--- src/rtl/calc_key_entry.sv ---
// Operand-entry front end for the 7-bit calculator ALU: builds two decimal
// operands from keypad events, latches the operator and hands off under valid/ready.
module calc_key_entry #(
   parameter int DIGITS = 2,
   parameter int MAXVAL = 99
) (
   input  logic       clk,
   input  logic       rst,
   input  logic       key_valid,
   input  logic [4:0] key_code,
   output logic       key_ready,
   output logic [6:0] inA,
   output logic [6:0] inB,
   output logic [2:0] Sel,
   output logic       req_valid,
   input  logic       req_ready,
   output logic [6:0] entry_val,
   output logic       err_ovf,
   output logic       err_op
);

   // state  | meaning
   // S_A    | entering operand A
   // S_B    | entering operand B (operator latched)
   // S_REQ  | operands presented to ALU, waiting for req_ready
   // S_DONE | result showing; digit starts a new calculation
   typedef enum logic [1:0] {S_A, S_B, S_REQ, S_DONE} state_t;

   localparam int CW = (DIGITS < 1) ? 1 : $clog2(DIGITS + 1);
   localparam logic [CW-1:0] CNT_MAX = CW'(DIGITS);
   localparam logic [10:0]   VAL_MAX = 11'(MAXVAL);

   state_t        state, state_nxt;
   logic [6:0]    a_q, a_nxt;
   logic [6:0]    b_q, b_nxt;
   logic [2:0]    sel_q, sel_nxt;
   logic [CW-1:0] cnt_q, cnt_nxt;
   logic          ovf_q, ovf_nxt;
   logic          errop_q, errop_nxt;

   logic          take;
   logic          k_digit, k_op, k_eq, k_clr, k_bs;
   logic [6:0]    cur_val, base_val, bs_val;
   logic [CW-1:0] base_cnt;
   logic [10:0]   cand;
   logic          dig_ok;
   logic          eq_err, eq_go;

   assign take    = key_valid & key_ready;
   assign k_digit = take && (key_code < 5'd10);
   // 101 and 110 have no ALU function, so those operator codes are dropped
   assign k_op    = take && (key_code[4:3] == 2'b10) &&
                    (key_code[2:0] != 3'b101) && (key_code[2:0] != 3'b110);
   assign k_eq    = take && (key_code == 5'd24);
   assign k_clr   = take && (key_code == 5'd25);
   assign k_bs    = take && (key_code == 5'd26);

   assign cur_val  = (state == S_B) ? b_q : a_q;
   assign base_val = (state == S_DONE) ? 7'd0 : cur_val;
   assign base_cnt = (state == S_DONE) ? '0 : cnt_q;
   assign cand     = ({4'd0, base_val} * 11'd10) + {7'd0, key_code[3:0]};
   assign dig_ok   = (base_cnt < CNT_MAX) && (cand <= VAL_MAX);
   assign bs_val   = cur_val / 7'd10;

   // divide/modulo by zero, and 10^A beyond 15 bits, are refused up front
   assign eq_err = (((sel_q == 3'b010) || (sel_q == 3'b100)) && (b_q == 7'd0)) ||
                   ((sel_q == 3'b111) && (a_q > 7'd4));
   assign eq_go  = (sel_q == 3'b111) || (cnt_q != '0);

   always_ff @(posedge clk or negedge rst) begin
      if (!rst) begin
         state   <= S_A;
         a_q     <= '0;
         b_q     <= '0;
         sel_q   <= '0;
         cnt_q   <= '0;
         ovf_q   <= 1'b0;
         errop_q <= 1'b0;
      end else begin
         state   <= state_nxt;
         a_q     <= a_nxt;
         b_q     <= b_nxt;
         sel_q   <= sel_nxt;
         cnt_q   <= cnt_nxt;
         ovf_q   <= ovf_nxt;
         errop_q <= errop_nxt;
      end
   end

   always_comb begin
      state_nxt = state;
      a_nxt     = a_q;
      b_nxt     = b_q;
      sel_nxt   = sel_q;
      cnt_nxt   = cnt_q;
      ovf_nxt   = 1'b0;
      errop_nxt = errop_q;
      if (k_clr) begin
         state_nxt = S_A;
         a_nxt     = '0;
         b_nxt     = '0;
         sel_nxt   = '0;
         cnt_nxt   = '0;
         errop_nxt = 1'b0;
      end else begin
         case (state)
            S_A: begin
               if (k_digit) begin
                  if (dig_ok) begin
                     a_nxt   = cand[6:0];
                     cnt_nxt = cnt_q + CW'(1);
                  end else begin
                     ovf_nxt = 1'b1;
                  end
               end else if (k_bs) begin
                  if (cnt_q != '0) begin
                     a_nxt   = bs_val;
                     cnt_nxt = cnt_q - CW'(1);
                  end
               end else if (k_op) begin
                  sel_nxt   = key_code[2:0];
                  b_nxt     = '0;
                  cnt_nxt   = '0;
                  state_nxt = S_B;
               end
            end
            S_B: begin
               if (k_digit) begin
                  if (dig_ok) begin
                     b_nxt   = cand[6:0];
                     cnt_nxt = cnt_q + CW'(1);
                  end else begin
                     ovf_nxt = 1'b1;
                  end
               end else if (k_bs) begin
                  if (cnt_q != '0) begin
                     b_nxt   = bs_val;
                     cnt_nxt = cnt_q - CW'(1);
                  end
               end else if (k_op) begin
                  if (cnt_q == '0) sel_nxt = key_code[2:0];
               end else if (k_eq) begin
                  if (eq_err)     errop_nxt = 1'b1;
                  else if (eq_go) state_nxt = S_REQ;
               end
            end
            S_REQ: begin
               if (req_ready) state_nxt = S_DONE;
            end
            S_DONE: begin
               if (k_digit) begin
                  if (dig_ok) begin
                     a_nxt     = cand[6:0];
                     b_nxt     = '0;
                     cnt_nxt   = CW'(1);
                     state_nxt = S_A;
                  end else begin
                     ovf_nxt = 1'b1;
                  end
               end
            end
            default: state_nxt = S_A;
         endcase
      end
   end

   // req_valid decodes straight from state so an async reset drops it at once
   always_comb begin
      key_ready = 1'b1;
      req_valid = 1'b0;
      entry_val = b_q;
      case (state)
         S_A:   entry_val = a_q;
         S_REQ: begin
            key_ready = 1'b0;
            req_valid = 1'b1;
         end
         default: ;
      endcase
   end

   assign inA     = a_q;
   assign inB     = b_q;
   assign Sel     = sel_q;
   assign err_ovf = ovf_q;
   assign err_op  = errop_q;

endmodule

--- config.mk ---
export PLATFORM = sky130hd
export DESIGN_NAME = calc_key_entry
export DESIGN_NICKNAME = d
export VERILOG_FILES = /design/src/rtl/calc_key_entry.sv
export SDC_FILE = /design/constraint.sdc
export NUM_CORES = 1
export LEC_CHECK = 0
export CELL_PAD_IN_SITES_DETAIL_PLACEMENT = 0
export CELL_PAD_IN_SITES_GLOBAL_PLACEMENT = 1
export CORE_MARGIN = 8
export CORE_UTILIZATION = 41
export CTS_CLUSTER_SIZE = 28
export DETAILED_ROUTE_END_ITERATION = 7
export PLACE_DENSITY_LB_ADDON = 0.12
export SYNTH_ARGS = -nofsm -noshare
export SYNTH_HDL_FRONTEND = slang
export SYNTH_SLANG_ARGS = --single-unit
--- constraint.sdc ---
create_clock -name clk -period 6.1 [get_ports clk]
set_clock_uncertainty 0.2 [all_clocks]
set_input_delay 0.915 -clock clk [delete_from_list [all_inputs] [get_ports clk]]
set_output_delay 0.915 -clock clk [all_outputs]
set_load 0.05 [all_outputs]
[Word level (Yosys, flattened, before mapping)]
Index checks and enable logic that the tools add are counted.
Word-level totals
  register bits after elaboration: 23
  bits of input ports: 9
  output and inout bits: 28
  word-level logic and storage cells: 149
Operators by class
  add/sub/neg operators: 3
  $mul: 1
  div/mod/pow operators: 1
  order comparisons: 4
  eq/ne operators: 35
  muxes and demuxes: 67
  bitwise gates (word level): 1
  reductions and logical operators: 30
Operators with widths (number)
  $mux 7: 17
  $mux 2: 24
  $ne 3x3->1 const B: 15
  $mux 3: 8
  $pmux 7 s3: 1
  $ne 4x4->1 const B: 4
  $eq 5x5->1 const B: 3
  $pmux 7 s2: 1
  $mux 1: 13
  $reduce_and 12->1: 1
  $add 11x4->11: 1
  $le 11x7->1 const B: 1
  $logic_and 1x1->1: 10
  $mul 7x3->10 const B: 1
  $reduce_and 9->1: 1
  $pmux 2 s4: 1
  $reduce_and 8->1: 1
  $reduce_bool 2->1: 4
  $div 7x4->7 const B: 1
  $gt 7x3->1 const B: 1
  $logic_not 7->1: 1
  $eq 2x2->1 const B: 3
  $eq 3x3->1 const B: 2
  $pmux 2 s3: 1
  other kinds (21): 26

[Longest topological paths before layout]
Gate-level depths: netlist (run 1).
  word-level depth: 11
  gate-level depth with buffers: 18
  gate-level depth less buffers: 15

[Worst setup path after synthesis (run 1)]
OpenSTA, ideal clock, no wires.
  path kind: flip-flop to flip-flop
  start point: register state[1]
  end point: register b_q[2] (netlist: inB[2])
  setup time: 125 ps
  arrival: 3985 ps
  data required time: 5775 ps
  slack: 1790 ps
  cell stages (with the launch flop): 18
  buffers on the path: 3
  period minus slack after synthesis: 4310 ps
  cells stage by stage: dfrtp_1 inv_1 ha_1 buf_2 buf_4 mux2i_1 nor2_1 ha_1 ha_1 inv_1 fa_1 xnor2_1 nor3b_1 mux2i_1 and3_1 buf_4 o211ai_4 mux2_2
On the way
  cells in the longest elaborated chain, start to end: 9
  elaborated cells between the ends (all ways): 37
  those cells by class: add/sub: 1; mul: 1; div: 1; order compare: 2; eq/ne: 11; mux: 10; bitwise: 1; reduce/logical: 10
Ends and longest elaborated chain
  start, declared: line 33  | state_t state, state_nxt;
  start signal, assigned: line 80  | state <= state_nxt;
  branches (longest 9 deep; another with $div 7x4->7)
  end signal, assigned: line 82  | b_q <= b_nxt;
  end, declared: line 35  | logic [6:0] b_q, b_nxt;
Several ways; the timed one is not identified. The select of a mux whose other input is x is not followed.
A chain may end at the register's enable or synchronous reset.

[Worst setup path after layout (run 1)]
  start point: register state[1]
  end point: register a_q[6] (netlist: inA[6])
On the way
  cells in the longest elaborated chain, start to end: 11
  elaborated cells between the ends (all ways): 30
  those cells by class: add/sub: 1; mul: 1; div: 1; order compare: 2; eq/ne: 6; mux: 11; bitwise: 1; reduce/logical: 7
Ends and longest elaborated chain
  branches (longest 11 deep; another with $div 7x4->7)
  end signal, assigned: line 81  | a_q <= a_nxt;
  end, declared: line 34  | logic [6:0] a_q, a_nxt;
Several ways; the timed one is not identified. The select of a mux whose other input is x is not followed.

==> results of run 1 <==
[power breakdown]
group | total [mW] | internal [mW] | switching (mW)
Clock | 0.0982 | 0.0457 | 0.0525
Combinational | 1.08 | 0.395 | 0.682
Sequential | 0.265 | 0.199 | 0.0660
Total | 1.44 | 0.639 | 0.800
[worst max path at each step]
stage	start	to	cells past startpoint
final	state[1]	inA[6]	15
after global placement	state[1]	inA[6]	15
after global routing	state[1]	inA[6]	15
after detailed placement	state[1]	inA[6]	15
after CTS	state[1]	inA[6]	15
after floorplan	state[1]	inB[2]	17
[final cells by class]
type | instances | area (sq um)
clock buffers | 3 | 41.29
clock inverters | 1 | 5.005
fillers | 583 | 2933
inverters | 12 | 45.04
multi-input cells | 227 | 1732
flip-flops and latches | 23 | 575.6
well taps | 75 | 93.84
repair buffers | 40 | 390.4
[sequential cells by signal, indices dropped and copies added (netlist names)]
name / flops
inA: 7
inB: 7
Sel: 3
cnt_q: 2
state: 2
err_op: 1
err_ovf: 1
[synth_stat cells (3+ instances only)]
cell type                   number
sky130_fd_sc_hd__dfrtp_1        23
sky130_fd_sc_hd__nor2_1         22
sky130_fd_sc_hd__mux2_2         21
sky130_fd_sc_hd__ha_1           18
sky130_fd_sc_hd__nand2_1        15
sky130_fd_sc_hd__a21oi_1        14
sky130_fd_sc_hd__o21ai_0        13
sky130_fd_sc_hd__inv_1          12
sky130_fd_sc_hd__clkbuf_1        9
sky130_fd_sc_hd__mux2i_1         9
sky130_fd_sc_hd__nor4_1          8
sky130_fd_sc_hd__nand3_1         6
sky130_fd_sc_hd__nor2b_1         6
sky130_fd_sc_hd__nor3_1          6
sky130_fd_sc_hd__xor2_1          6
sky130_fd_sc_hd__a31oi_1         5
sky130_fd_sc_hd__o2bb2ai_1       5
sky130_fd_sc_hd__a211oi_1        4
sky130_fd_sc_hd__a22oi_1         4
sky130_fd_sc_hd__nand4_1         4
sky130_fd_sc_hd__o22ai_1         4
sky130_fd_sc_hd__o31ai_1         4
sky130_fd_sc_hd__xnor2_1         4
sky130_fd_sc_hd__a21o_1          3
sky130_fd_sc_hd__o211ai_1        3
sky130_fd_sc_hd__o21a_1          3
sky130_fd_sc_hd__o22a_1          3
[layer usage]
metal | share of wire | vias up
li1 | - | 1118
met1 | 0.48 | 1141
met2 | 0.43 | 83
met3 | 0.072 | 8
met4 | 0.014 | 0
met5 | 0 | -
[per-stage QoR]
stage / setup slack [ns] / hold WS [ns]
after floorplan: 1.790 / 0.3059
after global placement: 1.412 / 0.2971
after detailed placement: 1.326 / 0.2947
after CTS: 1.296 / 0.3168
after global routing: 0.9352 / 0.3635
final: 1.239 / 0.3120
[tightest hold or removal path, cell delays in order, from the launching register on]
cell	delay, ns
sky130_fd_sc_hd__dfrtp_1	0.35
sky130_fd_sc_hd__a31oi_1	0.05
sky130_fd_sc_hd__nor2_1	0.08
[cell families after synthesis]
group           count (synthesis)  share of synthesized area
compound gates                 84                     0.2522
mux                            31                     0.1401
flops                          23                     0.2387
xor+xnor                       10                    0.03632
fa+ha+maj                      21                     0.1142
simple gates                   81                     0.1754
buf+inv                        25                    0.04307
==> results by group, run 1 <==
Critical path
  • Source of the worst register-to-register timing path: state[1]
  • Buffers & Inverters on Critical Path: 2
  • Required time reported for the critical path endpoint: slightly above 6 ns
  • CP max stage cell: sky130_fd_sc_hd__mux2i_1
  • CP arrival: 4.82 ns
  • Number of cell instances on the worst register-to-register path: 15
  • R2r endpoint: inA[6]
  • Worst path most repeated cell: sky130_fd_sc_hd__ha_1
  • Sort of element at the start of the critical path: flop
  • Delay of the slowest cell on the worst path: ~0.60 ns
  • CP Cell Sequence: inv_1 -> ha_1 -> mux2i_1 -> nor2_1 -> ha_1 -> ha_1 -> inv_1 -> fa_1 -> xnor2_1 -> nor3b_1 -> nand2_1 -> mux2i_1 -> and3_1 -> o21ai_0 -> a32o_1
  • Type of the worst setup path: flop to flop
  • Cell family contributing the most delay on the critical path: adder cells
  • Category of the worst setup path capture point: flop
  • CP max FO: 10
  • Slack of the worst reg-to-reg path: 1.24 ns

Die
  • Starting density of the core: 0.4146
  • Number of ports placed on the die boundary: 37
  • Placeable core region: around 0.0058 sq mm
  • Area enclosed by the die boundary: around 0.0086 sq mm
  • Standard-cell row count: 28
  • Chip Height: between 90 and 100 um
  • Die extent in x: about 93 um

Power
  • Total power density per cell area: about 500 mW/mm^2
  • Total design power: 1.439 mW
  • LEAKAGE: 1.223 nW
  • Worst VDD drop: between 0.2 and 0.25 mV

Global route
  • Vias in the first global route: ~2,300
  • Global-route met3 utilization: 0.03722
  • Overall routing resource usage: 0.1789
  • GRT busiest layer: met2
  • Maximum number of pins on one net before global-route repair: 24
  • Number of antenna violations at the first check in global routing: 0
  • Global routing usage on met2: 0.2777
  • First-pass GRT wire length: between 10,000 and 15,000 um
  • Total gr overflow: 0
  • Met1 usage: 0.2486

CTS
  • CTS sink cnt: 23
  • Count of hold-fix buffers inserted at cts: 0
  • Root cell of the clock tree: sky130_fd_sc_hd__clkbuf_8
  • Clock insertion delay at the later pin of the skew report: about 0.27 ns
  • CTS-repair resized insts: 0
  • Clock input transition at the sequential cells of the worst setup and hold paths: 0.09 ns
  • H-tree levels: 1
  • Number of buffers inserted by post-CTS setup repair: 0
  • Total CTS buffers: 3
  • Clock tree from TritonCTS: yes
  • Buffer levels on the longest clock path: 2

STA
  • Setup TNS: 0 ns
  • Slew Limit Headroom: 0.2734
  • Post-route clock period utilization: 0.7969
  • Tightest Pin Transition: roughly 1.1 ns
  • Number of setup violations in the final report: 0
  • Unrepaired setup endpoints after global routing: no
  • Slew Viols, Final: 0
  • Final Hold Fails: 0
  • Minimum period implied by the final worst setup slack: just under 5 ns
  • Peak clock frequency supported by timing: around 200 MHz

Synth
  • Synth Instances: around 280
  • Synthesized area: around 0.0024 sq mm
  • Yosys cell types: between 50 and 60
  • Yosys synthesis warning count: 0
  • Sequential area share after synthesis: 0.2387
  • Ys flop type: sky130_fd_sc_hd__dfrtp_1
  • Share of async-settable or async-resettable flops after synthesis: 1.000
  • Synth Net Count: around 300
  • Mean Syn Cell Area: 8.767 sq um
  • Cell taking the most area after synthesis: sky130_fd_sc_hd__dfrtp_1
  • Top cell type's share of synthesized area: 0.2387
  • Post-synth EDFFs: 0
  • FF+latch count, synth: 23
  • Cell types occupying the most area after synthesis: sky130_fd_sc_hd__dfrtp_1 (24%), sky130_fd_sc_hd__mux2_2 (9.8%), sky130_fd_sc_hd__ha_1 (9.3%)

Routing
  • DR vias: ~2,400
  • Ratio of routed vias to standard cells: 6.168
  • Number of DRC markers in iteration 0: 170
  • Drt total wl: 7662 um
  • Detailed-route DRC error count: 0
  • Average wire per cell in the routed design: approximately 20 um
  • Count of nets left with antenna violations after detail routing: 0
  • Detailed-router iteration count before antenna repair: 4

Worst hold path
  • Worst Hold Endpoint: err_op
  • Instance count along the most critical hold path: 2
  • Worst hold path type: flop to flop
  • Hold wc startpoint: err_op

Place
  • Post-DP Area: approximately 0.0028 sq mm
  • Final weighted congestion in routability-driven placement: 0.8522
  • PortBufs: 36
  • Cell count after placement: between 300 and 400
  • Placed wire-length estimate after detailed placement: approximately 5800 um

Finish
  • Finished Cell Area: 0.002883 sq mm
  • Number of standard cells in the layout, taps in and fillers out: 381
  • Number of nets in the finished design: roughly 340
  • Leading cell type in the layout, fill and taps excluded: sky130_fd_sc_hd__clkdlybuf4s50_1
  • Final core utilization: 0.4957
  • Area added between synthesis and finish: 19.56%
  • Share of cells above drive strength 1: 0.1176
  • Antenna diodes: 0
  • Highest-count cells in the layout ignoring fill and taps: sky130_fd_sc_hd__clkdlybuf4s50_1 (36), sky130_fd_sc_hd__dfrtp_1 (23), sky130_fd_sc_hd__nor2_1 (22)

Run status
  • Result of the run: finished clean

Run
  • Max cap viols: 0
(Power assumes the default switching activity.)
==> inputs of run 2 (changes only) <==
Clock period 6.1 ns to 4.9 ns, I/O delays scaled along.
==> run 2 against run 1 <==
  * Non-clock buffer count grew 5
  * Final area grew 1.3%
  * Wire length down 1.1%
  * Register-to-register slack got worse by 0.81 ns
  * Worst setup slack got worse by 0.81 ns
  * Die area unchanged
  * Highest routed layer unchanged
==> results by group, run 2 (synthesized netlist as in run 1, its figures left out) <==
Die
  • Die extent in x: 92.69 um
  • Starting density of the core: 0.4146
  • Area enclosed by the die boundary: 0.008591 sq mm
  • Number of ports placed on the die boundary: 37
  • Standard-cell row count: 28
  • Placeable core region: just under 0.006 sq mm
  • Chip Height: 92.69 um

Routing
  • Drt total wl: ~7600 um
  • Average wire per cell in the routed design: around 20 um
  • Number of DRC markers in iteration 0: about 140
  • Ratio of routed vias to standard cells: 6.132
  • Detailed-router iteration count before antenna repair: 4
  • DR vias: 2,367
  • Met2 wire length: ~3400 um
  • Total routed wire length on the met1 layer: 3527 um
  • Detailed-route DRC error count: 0
  • Wire length on met3: 508 um
  • Uppermost layer routed: met4
  • Count of nets left with antenna violations after detail routing: 0

Place
  • PortBufs: 36
  • Cell count after placement: 382
  • Placed wire-length estimate after detailed placement: roughly 5900 um
  • Final weighted congestion in routability-driven placement: around 0.86

STA
  • Setup TNS: 0 ns
  • Final Hold Fails: 0
  • Slew Viols, Final: 0
  • Tightest Pin Transition: about 1.1 ns
  • Peak clock frequency supported by timing: ~220 MHz
  • Minimum period implied by the final worst setup slack: 4.467 ns
  • Number of setup violations in the final report: 0
  • Unrepaired setup endpoints after global routing: no
  • Slew Limit Headroom: 0.2798
  • Post-route clock period utilization: 0.9117

Run status
  • Result of the run: finished clean

Critical path
  • Sort of element at the start of the critical path: flop
  • Start point of the critical path: state[1]
  • CP arrival: around 4.4 ns
  • Source of the worst register-to-register timing path: state[1]
  • CP max FO: 6
  • Category of the worst setup path capture point: flop
  • Type of the worst setup path: flop to flop
  • Required time reported for the critical path endpoint: 4.86 ns

Worst hold path
  • Hold wc startpoint: err_op
  • Worst hold path type: flop to flop

CTS
  • Count of hold-fix buffers inserted at cts: 0
  • CTS-repair resized insts: 0
  • Clock insertion delay at the later pin of the skew report: approximately 0.27 ns
  • Root cell of the clock tree: sky130_fd_sc_hd__clkbuf_8
  • H-tree levels: 1
  • Number of buffers inserted by post-CTS setup repair: 0
  • CTS sink cnt: 23
  • Clock tree from TritonCTS: yes
  • Clock input transition at the sequential cells of the worst setup and hold paths: about 0.08 ns
  • Total CTS buffers: 3
  • Buffer levels on the longest clock path: 2

Power
  • Worst VDD drop: ~0.24 mV
  • Total power density per cell area: 619.2 mW/mm^2
  • LEAKAGE: between 1 and 1.5 nW

Finish
  • Leading cell type in the layout, fill and taps excluded: sky130_fd_sc_hd__clkdlybuf4s50_1
  • Antenna diodes: 0
  • Area added between synthesis and finish: 21.07%
  • Number of filler cells placed in the layout: slightly below 600
  • Final core utilization: 0.5019
  • Number of standard cells in the layout, taps in and fillers out: just under 400
  • Highest-count cells in the layout ignoring fill and taps: sky130_fd_sc_hd__clkdlybuf4s50_1 (36), sky130_fd_sc_hd__dfrtp_1 (23), sky130_fd_sc_hd__nor2_1 (22)
  • Number of nets in the finished design: 341
  • Share of cells above drive strength 1: 0.1286

Run
  • Max cap viols: 0

Global route
  • Vias in the first global route: ~2,300
  • First-pass GRT wire length: ~12,000 um
  • Number of antenna violations at the first check in global routing: 0
  • Overall routing resource usage: 0.1810
  • Total gr overflow: 0
  • Maximum number of pins on one net before global-route repair: 24
[run 2: changes by cell type in the layout (fill, tap and decap cells not counted), sizes merged]
cell | before | now
buf | 4 | 9
clkbuf | 3 | 4
clkinv | 1 | 0
[run 2: cell type report]
class	instances	area, sq um	share of cell area
timing repair buffer	45	427.9	0.1466
multi-input combinational	227	1732	0.5932
sequential	23	575.6	0.1972
tap	75	93.84	0.03215
clock buffer	4	45.04	0.01543
inverter	12	45.04	0.01543
[run 2: power breakdown]
part / total (mW) / internal (mW) / switching, mW
sequential: 0.331 / 0.247 / 0.0836
clock: 0.119 / 0.0581 / 0.0604
combinational: 1.36 / 0.514 / 0.844
total: 1.81 / 0.820 / 0.988
[run 2: metal layers]
metal | GRT usage | up-vias
li1 | - | 1123
met5 | 0 | -
met4 | 0.04966 | 0
met1 | 0.2508 | 1135
met3 | 0.03722 | 12
met2 | 0.2771 | 97
[run 2: final timing paths]
path | endpoint | slack [ns] | cells past startpoint
worst max register to register | inA[6] | 0.43 | 15
worst max-delay path | inA[6] | 0.43 | 15
min in group asynchronous | Sel[0] | 0.85 | 1
worst min-delay path | err_op | 0.30 | 2
max in group asynchronous | state[1] | 3.01 | 1
worst min register to register | err_op | 0.30 | 2
[run 2: critical path, stage by stage (launching register included)]
cell	delay [ns]
sky130_fd_sc_hd__dfrtp_1	0.42
sky130_fd_sc_hd__inv_1	0.09
sky130_fd_sc_hd__ha_1	0.31
sky130_fd_sc_hd__mux2i_1	0.38
sky130_fd_sc_hd__nor2_1	0.15
sky130_fd_sc_hd__ha_1	0.31
sky130_fd_sc_hd__ha_1	0.16
sky130_fd_sc_hd__inv_1	0.06
sky130_fd_sc_hd__fa_1	0.45
sky130_fd_sc_hd__xnor2_1	0.35
sky130_fd_sc_hd__nor3b_1	0.31
sky130_fd_sc_hd__nand2_1	0.08
sky130_fd_sc_hd__mux2i_1	0.22
sky130_fd_sc_hd__and3_1	0.32
sky130_fd_sc_hd__o21ai_0	0.23
sky130_fd_sc_hd__a32o_1	0.32
[run 2: metrics by stage]
step	setup slack [ns]	hold slack, ns	total power [mW]	instance area [sq um]
final	0.4326	0.3012	1.808	2919
after global routing	0.1463	0.3351	1.938	2919
after CTS	0.4491	0.3078	1.804	2919
after detailed placement	0.4824	0.2892	1.674	2874
after global placement	0.5821	0.2977	1.679	2874
after floorplan	0.5898	0.2394	1.299	2411
